**src/rtl/mux_pkg.sv**
```systemverilog
// mux_pkg: shared constants and types for the mux select sequencer.
//   CLK_HZ            board clock frequency, source of the default timings
//   SEL_W_DEF         default select width (8 channels)
//   DEB_CYCLES_DEF    default debounce length, 10 ms
//   DWELL_CYCLES_DEF  default auto-scan dwell per channel, 1 s
//   state_e           sequencer state encoding (MANUAL / AUTO)
//   cnt_w()           counter width for a terminal count, never below 1 bit
package mux_pkg;

    localparam int unsigned CLK_HZ           = 100_000_000;
    localparam int unsigned SEL_W_DEF        = 3;
    localparam int unsigned DEB_CYCLES_DEF   = CLK_HZ / 100;
    localparam int unsigned DWELL_CYCLES_DEF = CLK_HZ;

    typedef enum logic {
        ST_MANUAL = 1'b0,
        ST_AUTO   = 1'b1
    } state_e;

    function automatic int unsigned cnt_w(input int unsigned n);
        return (n > 1) ? $clog2(n) : 1;
    endfunction

endpackage

```
**src/rtl/mux_sel_sequencer_btn_debounce.sv**
```systemverilog
// btn_debounce: conditions one raw push-button.
//   2-flop synchroniser, debounce counter, registered rising-edge pulse.
// Ports:
//   clk      system clock
//   rst_n    asynchronous active-low reset
//   btn_i    raw button level, asynchronous to clk
//   press_o  one-cycle pulse per accepted press
// Parameter:
//   DEB_CYCLES  consecutive cycles of a new synced level before it is accepted
module btn_debounce
    import mux_pkg::*;
#(
    parameter int unsigned DEB_CYCLES = DEB_CYCLES_DEF
) (
    input  logic clk,
    input  logic rst_n,
    input  logic btn_i,
    output logic press_o
);

    localparam int unsigned   CW      = cnt_w(DEB_CYCLES);
    localparam logic [CW-1:0] CNT_MAX = CW'(DEB_CYCLES - 1);

    logic          sync1_q;
    logic          sync2_q;
    logic          lvl_q;
    logic          lvl_d;
    logic          prev_q;
    logic          press_q;
    logic [CW-1:0] cnt_q;
    logic [CW-1:0] cnt_d;

    // Counter runs only while the synced level disagrees with the accepted
    // level; any agreement (including the accepting cycle) clears it.
    always_comb begin
        cnt_d = '0;
        lvl_d = lvl_q;
        if (sync2_q != lvl_q) begin
            if (cnt_q == CNT_MAX) begin
                lvl_d = sync2_q;
            end else begin
                cnt_d = cnt_q + CW'(1);
            end
        end
    end

    always_ff @(posedge clk or negedge rst_n) begin
        if (!rst_n) begin
            sync1_q <= 1'b0;
            sync2_q <= 1'b0;
            cnt_q   <= '0;
            lvl_q   <= 1'b0;
            prev_q  <= 1'b0;
            press_q <= 1'b0;
        end else begin
            sync1_q <= btn_i;
            sync2_q <= sync1_q;
            cnt_q   <= cnt_d;
            lvl_q   <= lvl_d;
            prev_q  <= lvl_q;
            press_q <= lvl_q & ~prev_q;
        end
    end

    assign press_o = press_q;

endmodule

```
**src/rtl/mux_sel_sequencer.sv**
```systemverilog
// mux_sel_sequencer: 3-bit channel select for the board's 8:1 data mux.
//   Step button advances the channel in MANUAL; in AUTO the channel also
//   advances every DWELL_CYCLES. Mode button toggles MANUAL/AUTO.
// Ports:
//   clk        system clock, 100 MHz
//   rst_n      asynchronous active-low reset
//   btn_step   raw step button
//   btn_mode   raw mode-toggle button
//   dir        (MUX_SEL_DIR_EN only) slide switch, 1 = count down
//   sel        registered channel select
//   auto_mode  registered, 1 while in AUTO
//   sel_chg    one-cycle pulse in the first cycle sel holds a new value
// Optional feature macro: MUX_SEL_DIR_EN (adds the dir input).
module mux_sel_sequencer
    import mux_pkg::*;
#(
    parameter int unsigned DEB_CYCLES   = DEB_CYCLES_DEF,
    parameter int unsigned DWELL_CYCLES = DWELL_CYCLES_DEF,
    parameter int unsigned SEL_W        = SEL_W_DEF
) (
    input  logic             clk,
    input  logic             rst_n,
    input  logic             btn_step,
    input  logic             btn_mode,
`ifdef MUX_SEL_DIR_EN
    input  logic             dir,
`endif
    output logic [SEL_W-1:0] sel,
    output logic             auto_mode,
    output logic             sel_chg
);

    localparam int unsigned   DW        = cnt_w(DWELL_CYCLES);
    localparam logic [DW-1:0] DWELL_MAX = DW'(DWELL_CYCLES - 1);

    logic             step_p;
    logic             mode_p;
    logic             dir_s;

    state_e           state_q;
    state_e           state_d;
    logic [SEL_W-1:0] sel_q;
    logic [SEL_W-1:0] sel_d;
    logic [DW-1:0]    dwell_q;
    logic [DW-1:0]    dwell_d;
    logic             auto_q;
    logic             chg_q;
    logic             adv;

    btn_debounce #(
        .DEB_CYCLES(DEB_CYCLES)
    ) u_step_deb (
        .clk    (clk),
        .rst_n  (rst_n),
        .btn_i  (btn_step),
        .press_o(step_p)
    );

    btn_debounce #(
        .DEB_CYCLES(DEB_CYCLES)
    ) u_mode_deb (
        .clk    (clk),
        .rst_n  (rst_n),
        .btn_i  (btn_mode),
        .press_o(mode_p)
    );

`ifdef MUX_SEL_DIR_EN
    // Slide switch: synchronised only; it is sampled at each advance.
    logic dir_s1_q;
    logic dir_s2_q;

    always_ff @(posedge clk or negedge rst_n) begin
        if (!rst_n) begin
            dir_s1_q <= 1'b0;
            dir_s2_q <= 1'b0;
        end else begin
            dir_s1_q <= dir;
            dir_s2_q <= dir_s1_q;
        end
    end

    assign dir_s = dir_s2_q;
`else
    assign dir_s = 1'b0;
`endif

    // mode_p has priority and swallows a coincident step_p. In AUTO a step
    // and a dwell terminal count in the same cycle merge into one advance.
    always_comb begin
        state_d = state_q;
        sel_d   = sel_q;
        dwell_d = dwell_q;
        adv     = 1'b0;
        if (mode_p) begin
            state_d = (state_q == ST_AUTO) ? ST_MANUAL : ST_AUTO;
            dwell_d = '0;
        end else if (state_q == ST_AUTO) begin
            if (step_p || (dwell_q == DWELL_MAX)) begin
                adv     = 1'b1;
                dwell_d = '0;
            end else begin
                dwell_d = dwell_q + DW'(1);
            end
        end else if (step_p) begin
            adv = 1'b1;
        end
        if (adv) begin
            sel_d = dir_s ? (sel_q - SEL_W'(1)) : (sel_q + SEL_W'(1));
        end
    end

    always_ff @(posedge clk or negedge rst_n) begin
        if (!rst_n) begin
            state_q <= ST_MANUAL;
            sel_q   <= '0;
            dwell_q <= '0;
            auto_q  <= 1'b0;
            chg_q   <= 1'b0;
        end else begin
            state_q <= state_d;
            sel_q   <= sel_d;
            dwell_q <= dwell_d;
            auto_q  <= (state_d == ST_AUTO);
            chg_q   <= adv;
        end
    end

    assign sel       = sel_q;
    assign auto_mode = auto_q;
    assign sel_chg   = chg_q;

endmodule

```
**config.mk**
```make
export PLATFORM = sky130hd
export DESIGN_NAME = mux_sel_sequencer
export DESIGN_NICKNAME = d
export VERILOG_FILES = /design/src/rtl/mux_pkg.sv /design/src/rtl/mux_sel_sequencer_btn_debounce.sv /design/src/rtl/mux_sel_sequencer.sv
export SDC_FILE = /design/constraint.sdc
export NUM_CORES = 1
export LEC_CHECK = 0
export CAP_MARGIN = 10
export CORE_MARGIN = 1
export CORE_UTILIZATION = 34
export CTS_BUF_LIST = sky130_fd_sc_hd__clkbuf_8
export DETAILED_ROUTE_END_ITERATION = 8
export GPL_TIMING_DRIVEN = 0
export HOLD_SLACK_MARGIN = 0.02
export RECOVER_POWER = 100
export SLEW_MARGIN = 30
export SYNTH_ARGS = -nofsm -noshare
export SYNTH_HDL_FRONTEND = slang
export SYNTH_SLANG_ARGS = --single-unit
```
**constraint.sdc**
```tcl
create_clock -name clk -period 2.1 [get_ports clk]
set_input_delay 0.525 -clock clk [delete_from_list [all_inputs] [get_ports clk]]
set_output_delay 0.525 -clock clk [all_outputs]
set_load 0.05 [all_outputs]
```
==> results.env, run 1 <==
INITIAL_UTILIZATION_PCT=34.8
WORST_HOLD_SLACK_PS=353
CRITICAL-PATH-MAX-STAGE-DELAY_PS=550
GRT_MAX_DEGREE=52
WIRE_LENGTH_OF_THE_FIRST_GLOBAL_ROUTING_PASS_UM=13900
RSZ0062_AT_GRT='false'
CLOCK_SINKS=82
SYN_AVG_CELL_AREA_UM2=9.75
LAYOUT-DRIVE-GT1-SHARE_PCT=14.6
SYN_TO_FINAL_GROWTH_PCT=16.7
PLACEMENT.CELL_AREA_UM2=4260
SYNTH_AREA_UM2=3970
WL_PER_CELL_UM=13.6
MAXCLOCKFREQUENCY_GHz=0.485
DP.CELLS=559
POWER.DENSITY_CELL_AREA_nW_PER_UM2=623
TYPE_OF_ELEMENT_LAUNCHING_THE_CRITICAL_PATH='flip-flop'
POSTSYNTHREGISTERBITS=82
SYNTH_ASYNC_SR_FLOP_SHARE_PCT=100
WORST_CLOCK_SKEW_PS=7.80
PATH_BUF_INV=0
DIE_H_UM=110
ROUTABILITYCONGESTION=0.787
INSERTEDDIODECOUNT=0
YS_SEQ_AREA_SHARE_PCT=51.7
SYNTHDOMINANTCELLAREASHARE_PCT=51.7
FLOORPLAN.DIE_AREA_UM2=12100
FILLERS=1148
FINALWORSTPATHREQUIREDPERIOD_PS=2060
CLK_PIN_SLEW_PS=90
VIA_COUNT_OF_THE_FIRST_GLOBAL_ROUTING_PASS=2959
SYNTH_ENABLE_FLOP_CELLS=0
VIAS_PER_CELL=5.15
CLOCK-ROOT-BUFFER='clkbuf_8'
HTREE_LEVELS=3
FINAL_HOLD_VIOL_COUNT=0
CRIT_CELLS=6
MAIN_SYNTH_FF_TYPE='dfrtp_1'
SYNTH_NETS=415
CRIT_REQUIRED_PS=2340
CRITICAL_PATH.ENDPOINT_TYPE='flip-flop'
CP_DELAY_BY_FAMILY_TOP='simple AND/OR/NAND/NOR gates'
YS_TYPES=46
FIRST_PASS_ITERS=4
CRITICALPATHCATEGORY='flip-flop to flip-flop'
DIE-WIDTH_UM=110
ROUTED_WIRELENGTH_UM=7910
MAXCAPVIOLCOUNT=1
NUM-NETS-FINAL=442
LAYOUT_COMMONEST_CELL='dfrtp_1'
DATA_ARRIVAL_CRITICAL_PATH_PS=2300
FAILED_CHECKS='capacitance limit, slew limit'
POWER.LEAKAGE_nW=1.95
STATUS='finished with violations'
ANTENNA_LEFT=0
TOTAL_DRC_ERRORS_IN_THE_ROUTED_LAYOUT=0
MAX-SLEW-MARGIN-REL_PCT=-4.27
NUMCTSBUFFERS=9
IOS=9
FINAL_CELL_MIX='dfrtp_1 (80), nor2_1 (55), nand2_1 (34), nand3_1 (33), xnor2_1 (26)'
PORT_BUFFERS=8
SETUP_VIOL=0
CRITICAL_PATH.MAX_FANOUT=5
CRIT_CHAIN='ha_4, and4_4, nand2_4, or4_4, a21oi_4, mux2_4'
R2R_CELLS=6
YS_TOP_CELLS_BY_AREA='dfrtp_1 (52%), xnor2_1 (5.7%), nor2_1 (5.4%), nand3_1 (4.3%), a31oi_1 (3.6%)'
YOSYSTOPAREACELL='dfrtp_1'
FIN_CRIT_SH_PCT=98.2
CLASS_OF_THE_WORST_HOLD_PATH='flip-flop to flip-flop'
CLOCK_INSERTION_DELAY_WORST_SKEW_PS=350
SLEW_VIOLATIONS=32
FLOORPLAN_CORE_AREA_UM2=11400
GRT_USE_TOTAL_PCT=14.9
IR_WORST_VDD_V=0.000340
FIN_CELLS=582
INITIAL_ANTENNA_VIOLATION_COUNT=0
WORST_HOLD_PATH.NUM_CELLS=0
DR_TOTAL_VIAS=2999
TIGHTEST_SLEW_PS=1560
CTS_MAX_PATH_BUFFERS=2
YS_WARN_COUNT=0
FLOORPLAN.ROWS=39
TRITONCTS_CLOCK_TREE='built'
LAYOUT.CELL_AREA.NON_FILLER_UM2=4630
SYNTHESIS.INSTANCES=407
OVERFLOW=0
HPWL_UM=5290
DR.FIRST_ITER.DRC_COUNT=140
WORST_PATH_MAX_DELAY_CELL='or4_4'
[cell usage after synthesis, types with 5 or more instances]
cell type,count
a31oi_1,23
inv_1,14
and3_1,9
nand3_1,34
a21oi_1,6
nand4_1,10
nor4_1,6
o211ai_1,5
clkbuf_1,9
dfrtp_1,82
xor2_1,15
nor2_1,57
nor3_1,8
buf_2,6
xnor2_1,26
nand2_1,35
[layout make-up]
type	instances	area, um^2	share of cell area, %
flip-flops and latches	82	2050	44.3
multi-input cells	294	1880	40.6
repair buffers	18	169	3.64
plain buffers	15	88.8	1.92
clock inverters	6	72.6	1.57
inverters	14	52.6	1.13
well taps	143	179	3.86
clock buffers	10	138	2.97
[metal layers]
layer | track usage, % | part of all wire [%] | vias up | routed length, um
li1 | - | - | 1489 | -
met1 | 19.8 | 47 | 1456 | 3680
met2 | 23.4 | 49 | 46 | 3850
met3 | 3.23 | 3.6 | 8 | 282
met4 | 6.00 | 1.2 | 0 | 98
met5 | 0 | 0 | - | 0
[sequential cells by signal, indices dropped and copies added, names as in the netlist]
name	count
sel_chg	1
u_mode_deb.sync2_q	1
auto_mode	1
u_mode_deb.sync1_q	1
u_step_deb.cnt_q	20
u_step_deb.prev_q	1
u_step_deb.sync2_q	1
u_mode_deb.lvl_q	1
sel	3
u_step_deb.press_o	1
dwell_q	27
u_step_deb.lvl_q	1
u_mode_deb.cnt_q	20
u_step_deb.sync1_q	1
u_mode_deb.prev_q	1
u_mode_deb.press_o	1
[report_power, final]
part | internal [mW] | leakage, nW | switching [mW]
Clock | 0.595 | 0.103 | 0.615
Sequential | 1.59 | 1.13 | 0.0113
Combinational | 0.0234 | 0.714 | 0.0514
[cells by family after synthesis]
| group | count (synthesis) | synth area share (%) |
|---|---|---|
| buffers and inverters | 31 | 3.12 |
| muxes | 3 | 0.945 |
| DFF | 82 | 51.7 |
| AOI/OAI and AO/OA | 56 | 9.90 |
| xor gates and xnor gates | 41 | 9.05 |
| and+or+nand+nor | 190 | 24.0 |
| adders and majority gates | 4 | 1.26 |
[per-stage QoR]
stage	setup WS, ps	power, mW	util [%]	setup TNS [ps]
final	37.2	2.89	40.6	0
after global routing	0.612	3.03	40.6	0
after CTS	6.13	2.94	39.9	0
after detailed placement	-325	1.71	37.3	-5980
after global placement	-2460	1.70	37.0	-206370
after floorplan	91.0	1.66	-	0
[what timing repair did]
item                                   CTS  global route
pin swaps                                3             6
setup buffers                            5             4
resized for setup                       18            20
endpoints found under the hold margin    0             0
hold buffers                             0             0
setup endpoints to repair               43            49
[worst paths after layout]
path | from | slack [ps] | endpoint
worst max-delay path | dwell_q[0]$_DFFE_PN0P_ | 40 | sel[1]$_DFFE_PN0P_
worst min-delay path | u_step_deb.sync1_q$_DFF_PN0_ | 350 | u_step_deb.sync2_q$_DFF_PN0_
worst max register to register | dwell_q[0]$_DFFE_PN0P_ | 40 | sel[1]$_DFFE_PN0P_
worst min register to register | u_step_deb.sync1_q$_DFF_PN0_ | 350 | u_step_deb.sync2_q$_DFF_PN0_
max in group asynchronous | rst_n | 390 | dwell_q[17]$_DFFE_PN0P_
min in group asynchronous | rst_n | 690 | dwell_q[3]$_DFFE_PN0P_
Power figures use the tool's default switching activity.
==> inputs of run 2 (changes only) <==
- CORE_ASPECT_RATIO: default -> 1.75
- CORE_UTILIZATION: 34 -> 25
==> run 2 against run 1 <==
  * The flow finishes with violations (setup timing)
  * Flip-flop and latch count is the same
  * Global-route usage shrank 4.0 points
  * Cell area grew 0.24%
  * Routed wire length grew 3.7%
  * Critical path type unchanged
  * Clock power grew 17%
==> results.env, run 2 (synthesis results as in run 1) <==
STATUS='finished with violations'
FAILED_CHECKS='setup timing'
CRIT_REQUIRED_PS=2350  # about the same
WIRE_LENGTH_OF_THE_FIRST_GLOBAL_ROUTING_PASS_UM=14300  # +3.4%
MAXCLOCKFREQUENCY_GHz=0.471  # -2.9%
POST-ROUTE-WORST-SETUP-SLACK_PS=-23.3  # -60.5 ps
PLACEMENT.CELL_AREA_UM2=4310  # +1.3%
GRT_MAX_DEGREE=59  # +13%
CLOCK-ROOT-BUFFER='clkbuf_8'
NUMCTSBUFFERS=9  # unchanged
DIE-WIDTH_UM=97.3  # -12%
IOS=9  # unchanged
INITIAL_UTILIZATION_PCT=25.7  # -9.1 points
WORST_HOLD_SLACK_PS=352  # -0.699 ps
CTS_MAX_PATH_BUFFERS=2  # unchanged
VIA_COUNT_OF_THE_FIRST_GLOBAL_ROUTING_PASS=3165  # +7.0%
LAYOUT_COMMONEST_CELL='dfrtp_1'
CLOCK_SINKS=82  # unchanged
HTREE_LEVELS=3  # unchanged
MAXCAPVIOLCOUNT=0  # -1
LAYOUT_TOP_REGISTERS='dwell_q: 27 flops, u_mode_deb.cnt_q: 20 flops, u_step_deb.cnt_q: 20 flops'
TYPE_OF_ELEMENT_LAUNCHING_THE_CRITICAL_PATH='flip-flop'
FINALWORSTPATHREQUIREDPERIOD_PS=2120  # +60.5 ps
IR_WORST_VDD_V=0.000310  # -8.7%
FINALCOREUTILIZATION_PCT=30.0  # -11 points
DATA_ARRIVAL_CRITICAL_PATH_PS=2370  # +70 ps
REG2REG_SLACK_PS=-20  # -60 ps
SYN_TO_FINAL_GROWTH_PCT=17.0
RSZ0062_AT_GRT='true'
TRITONCTS_CLOCK_TREE='built'
NUM-NETS-FINAL=438  # -0.90%
INITIAL_ANTENNA_VIOLATION_COUNT=0  # unchanged
OVERFLOW=0  # unchanged
LAYOUT-DRIVE-GT1-SHARE_PCT=12.6  # -1.9 points
WORST_HOLD_LAUNCH='u_step_deb.sync1_q$_DFF_PN0_'
PRECTSSETUPSLACK_PS=-315  # +9.72 ps
WORST_CLOCK_SKEW_PS=13.5  # +5.67 ps
CRITICAL_PATH.MAX_FANOUT=3  # -2
POWER.LEAKAGE_nW=1.91  # -2.0%
TOTAL_DRC_ERRORS_IN_THE_ROUTED_LAYOUT=0  # unchanged
LAYOUT.CELL_AREA.NON_FILLER_UM2=4650  # +0.24%
MIN_DELAY_WORST_ENDPOINT='u_step_deb.sync2_q$_DFF_PN0_'
ROUTABILITYCONGESTION=0.823  # +4.5%
ROUTED_WIRELENGTH_UM=8200  # +3.7%
FINAL_CELL_MIX='dfrtp_1 (81), nor2_1 (56), nand2_1 (35), nand3_1 (33), xnor2_1 (26)'
ANTENNA_LEFT=0  # unchanged
DIE_H_UM=169  # +53%
WL_MET2_UM=4330  # +12%
CRITICAL_PATH.ENDPOINT_TYPE='flip-flop'
VIAS_PER_CELL=4.89  # -5.0%
TIMING.SETUP.TNS_PS=-23.3  # -23.3 ps
DR_TOTAL_VIAS=3039  # +1.3%
CRITICAL_PATH.REG2REG.ENDPOINT='sel[1]$_DFFE_PN0P_'
FLOORPLAN_CORE_AREA_UM2=15500  # +35%
FLOORPLAN.ROWS=60  # +54%
POWER.DENSITY_CELL_AREA_nW_PER_UM2=665  # +6.9%
SLEW_VIOLATIONS=0  # -100%
R2R_CELLS=5  # -1
FINAL_HOLD_VIOL_COUNT=0  # unchanged
FIN_CRIT_SH_PCT=101  # +2.9 points
STARTPOINT_OF_THE_WORST_SLACK_REG_TO_REG_TIMING_PATH='dwell_q[17]$_DFFE_PN0P_'
MET3ROUTEDLENGTH_UM=209  # -26%
CLOCK_INSERTION_DELAY_WORST_SKEW_PS=360  # about the same
CLK_PIN_SLEW_PS=90  # about the same
TOP_REGISTER='dwell_q'
TIGHTEST_SLEW_PS=640  # -924 ps
SETUP_VIOL=1  # +1
CLASS_OF_THE_WORST_HOLD_PATH='flip-flop to flip-flop'
MAX-SLEW-MARGIN-REL_PCT=57.3  # +62 points
HPWL_UM=5810  # +9.7%
M1WIRELENGTH_UM=3430  # -6.7%
PORT_BUFFERS=8  # unchanged
DR.FIRST_ITER.DRC_COUNT=103  # -26%
HIGHEST_LAYER='met4'
CRITICALPATHCATEGORY='flip-flop to flip-flop'
LARGEST_REG_FLOPS=27  # unchanged
WL_PER_CELL_UM=13.2  # -2.8%
WORST_HOLD_PATH.NUM_CELLS=0  # unchanged
FLOORPLAN.DIE_AREA_UM2=16400  # +35%
FIRST_PASS_ITERS=4  # unchanged
INSERTEDDIODECOUNT=0  # unchanged
GRT_USE_TOTAL_PCT=10.9  # -4.0 points
==> run 2: worst max path at each step <==
stage | startpoint | end | slack [ps] | cells past startpoint
after floorplan | dwell_q[0]$_DFFE_PN0P_ | sel[1]$_DFFE_PN0P_ | 90 | 6
after global placement | rst_n | u_step_deb.cnt_q[0]$_DFF_PN0_ | -2390 | 1
after detailed placement | dwell_q[17]$_DFFE_PN0P_ | dwell_q[12]$_DFFE_PN0P_ | -320 | 6
after CTS | dwell_q[25]$_DFFE_PN0P_ | sel[1]$_DFFE_PN0P_ | 4 | 5
after global routing | dwell_q[17]$_DFFE_PN0P_ | sel[1]$_DFFE_PN0P_ | -70 | 5
final | dwell_q[17]$_DFFE_PN0P_ | sel[1]$_DFFE_PN0P_ | -20 | 5
==> run 2: power breakdown <==
group / switching (mW) / internal, mW / total, mW
Sequential: 0.0114 / 1.59 / 1.60
Clock: 0.568 / 0.851 / 1.42
Combinational: 0.0512 / 0.0189 / 0.0701
==> run 2: timing repair <==
action,in CTS,in global routing
buffers inserted,5,0
pin swaps,3,4
resized for setup,15,14
hold endpoints to repair,24,0
hold buffers,1,0
setup endpoints to repair,59,51
==> run 2: per-layer routing <==
metal | up-vias | global-route usage (%)
li1 | 1484 | -
met1 | 1495 | 11.6
met2 | 46 | 19.2
met3 | 14 | 2.81
met4 | 0 | 6.27
met5 | - | 0
==> run 2: per-stage QoR <==
stage	cells	power (mW)
4_1_cts	623	3.15
2_1_floorplan	407	1.66
6_report	621	3.09
3_3_place_gp	601	1.70
3_5_place_dp	602	1.71
5_1_grt	621	3.22
==> run 2: layout make-up <==
| class | instances | area, um^2 |
|---|---|---|
| fill | 1597 | 10800 |
| sequential | 82 | 2050 |
| multi-input combinational | 294 | 1850 |
| tap | 186 | 233 |
| clock buffer | 11 | 151 |
| timing repair buffer | 15 | 124 |
| clock inverter | 5 | 101 |
| buffer | 14 | 76.3 |
| inverter | 14 | 52.6 |
==> run 2: worst max-delay path, stage by stage, from the launching register on <==
cell	delay, ps
dfrtp_2	430
nor4b_4	340
nand4_1	200
or4_4	580
a21oi_4	160
mux2_4	310
==> inputs of run 3 (changes only) <==
- GPL_ROUTABILITY_DRIVEN: default -> 0
==> results of run 3 <==
Final layout, timing and power as in run 2 (identical DEF).
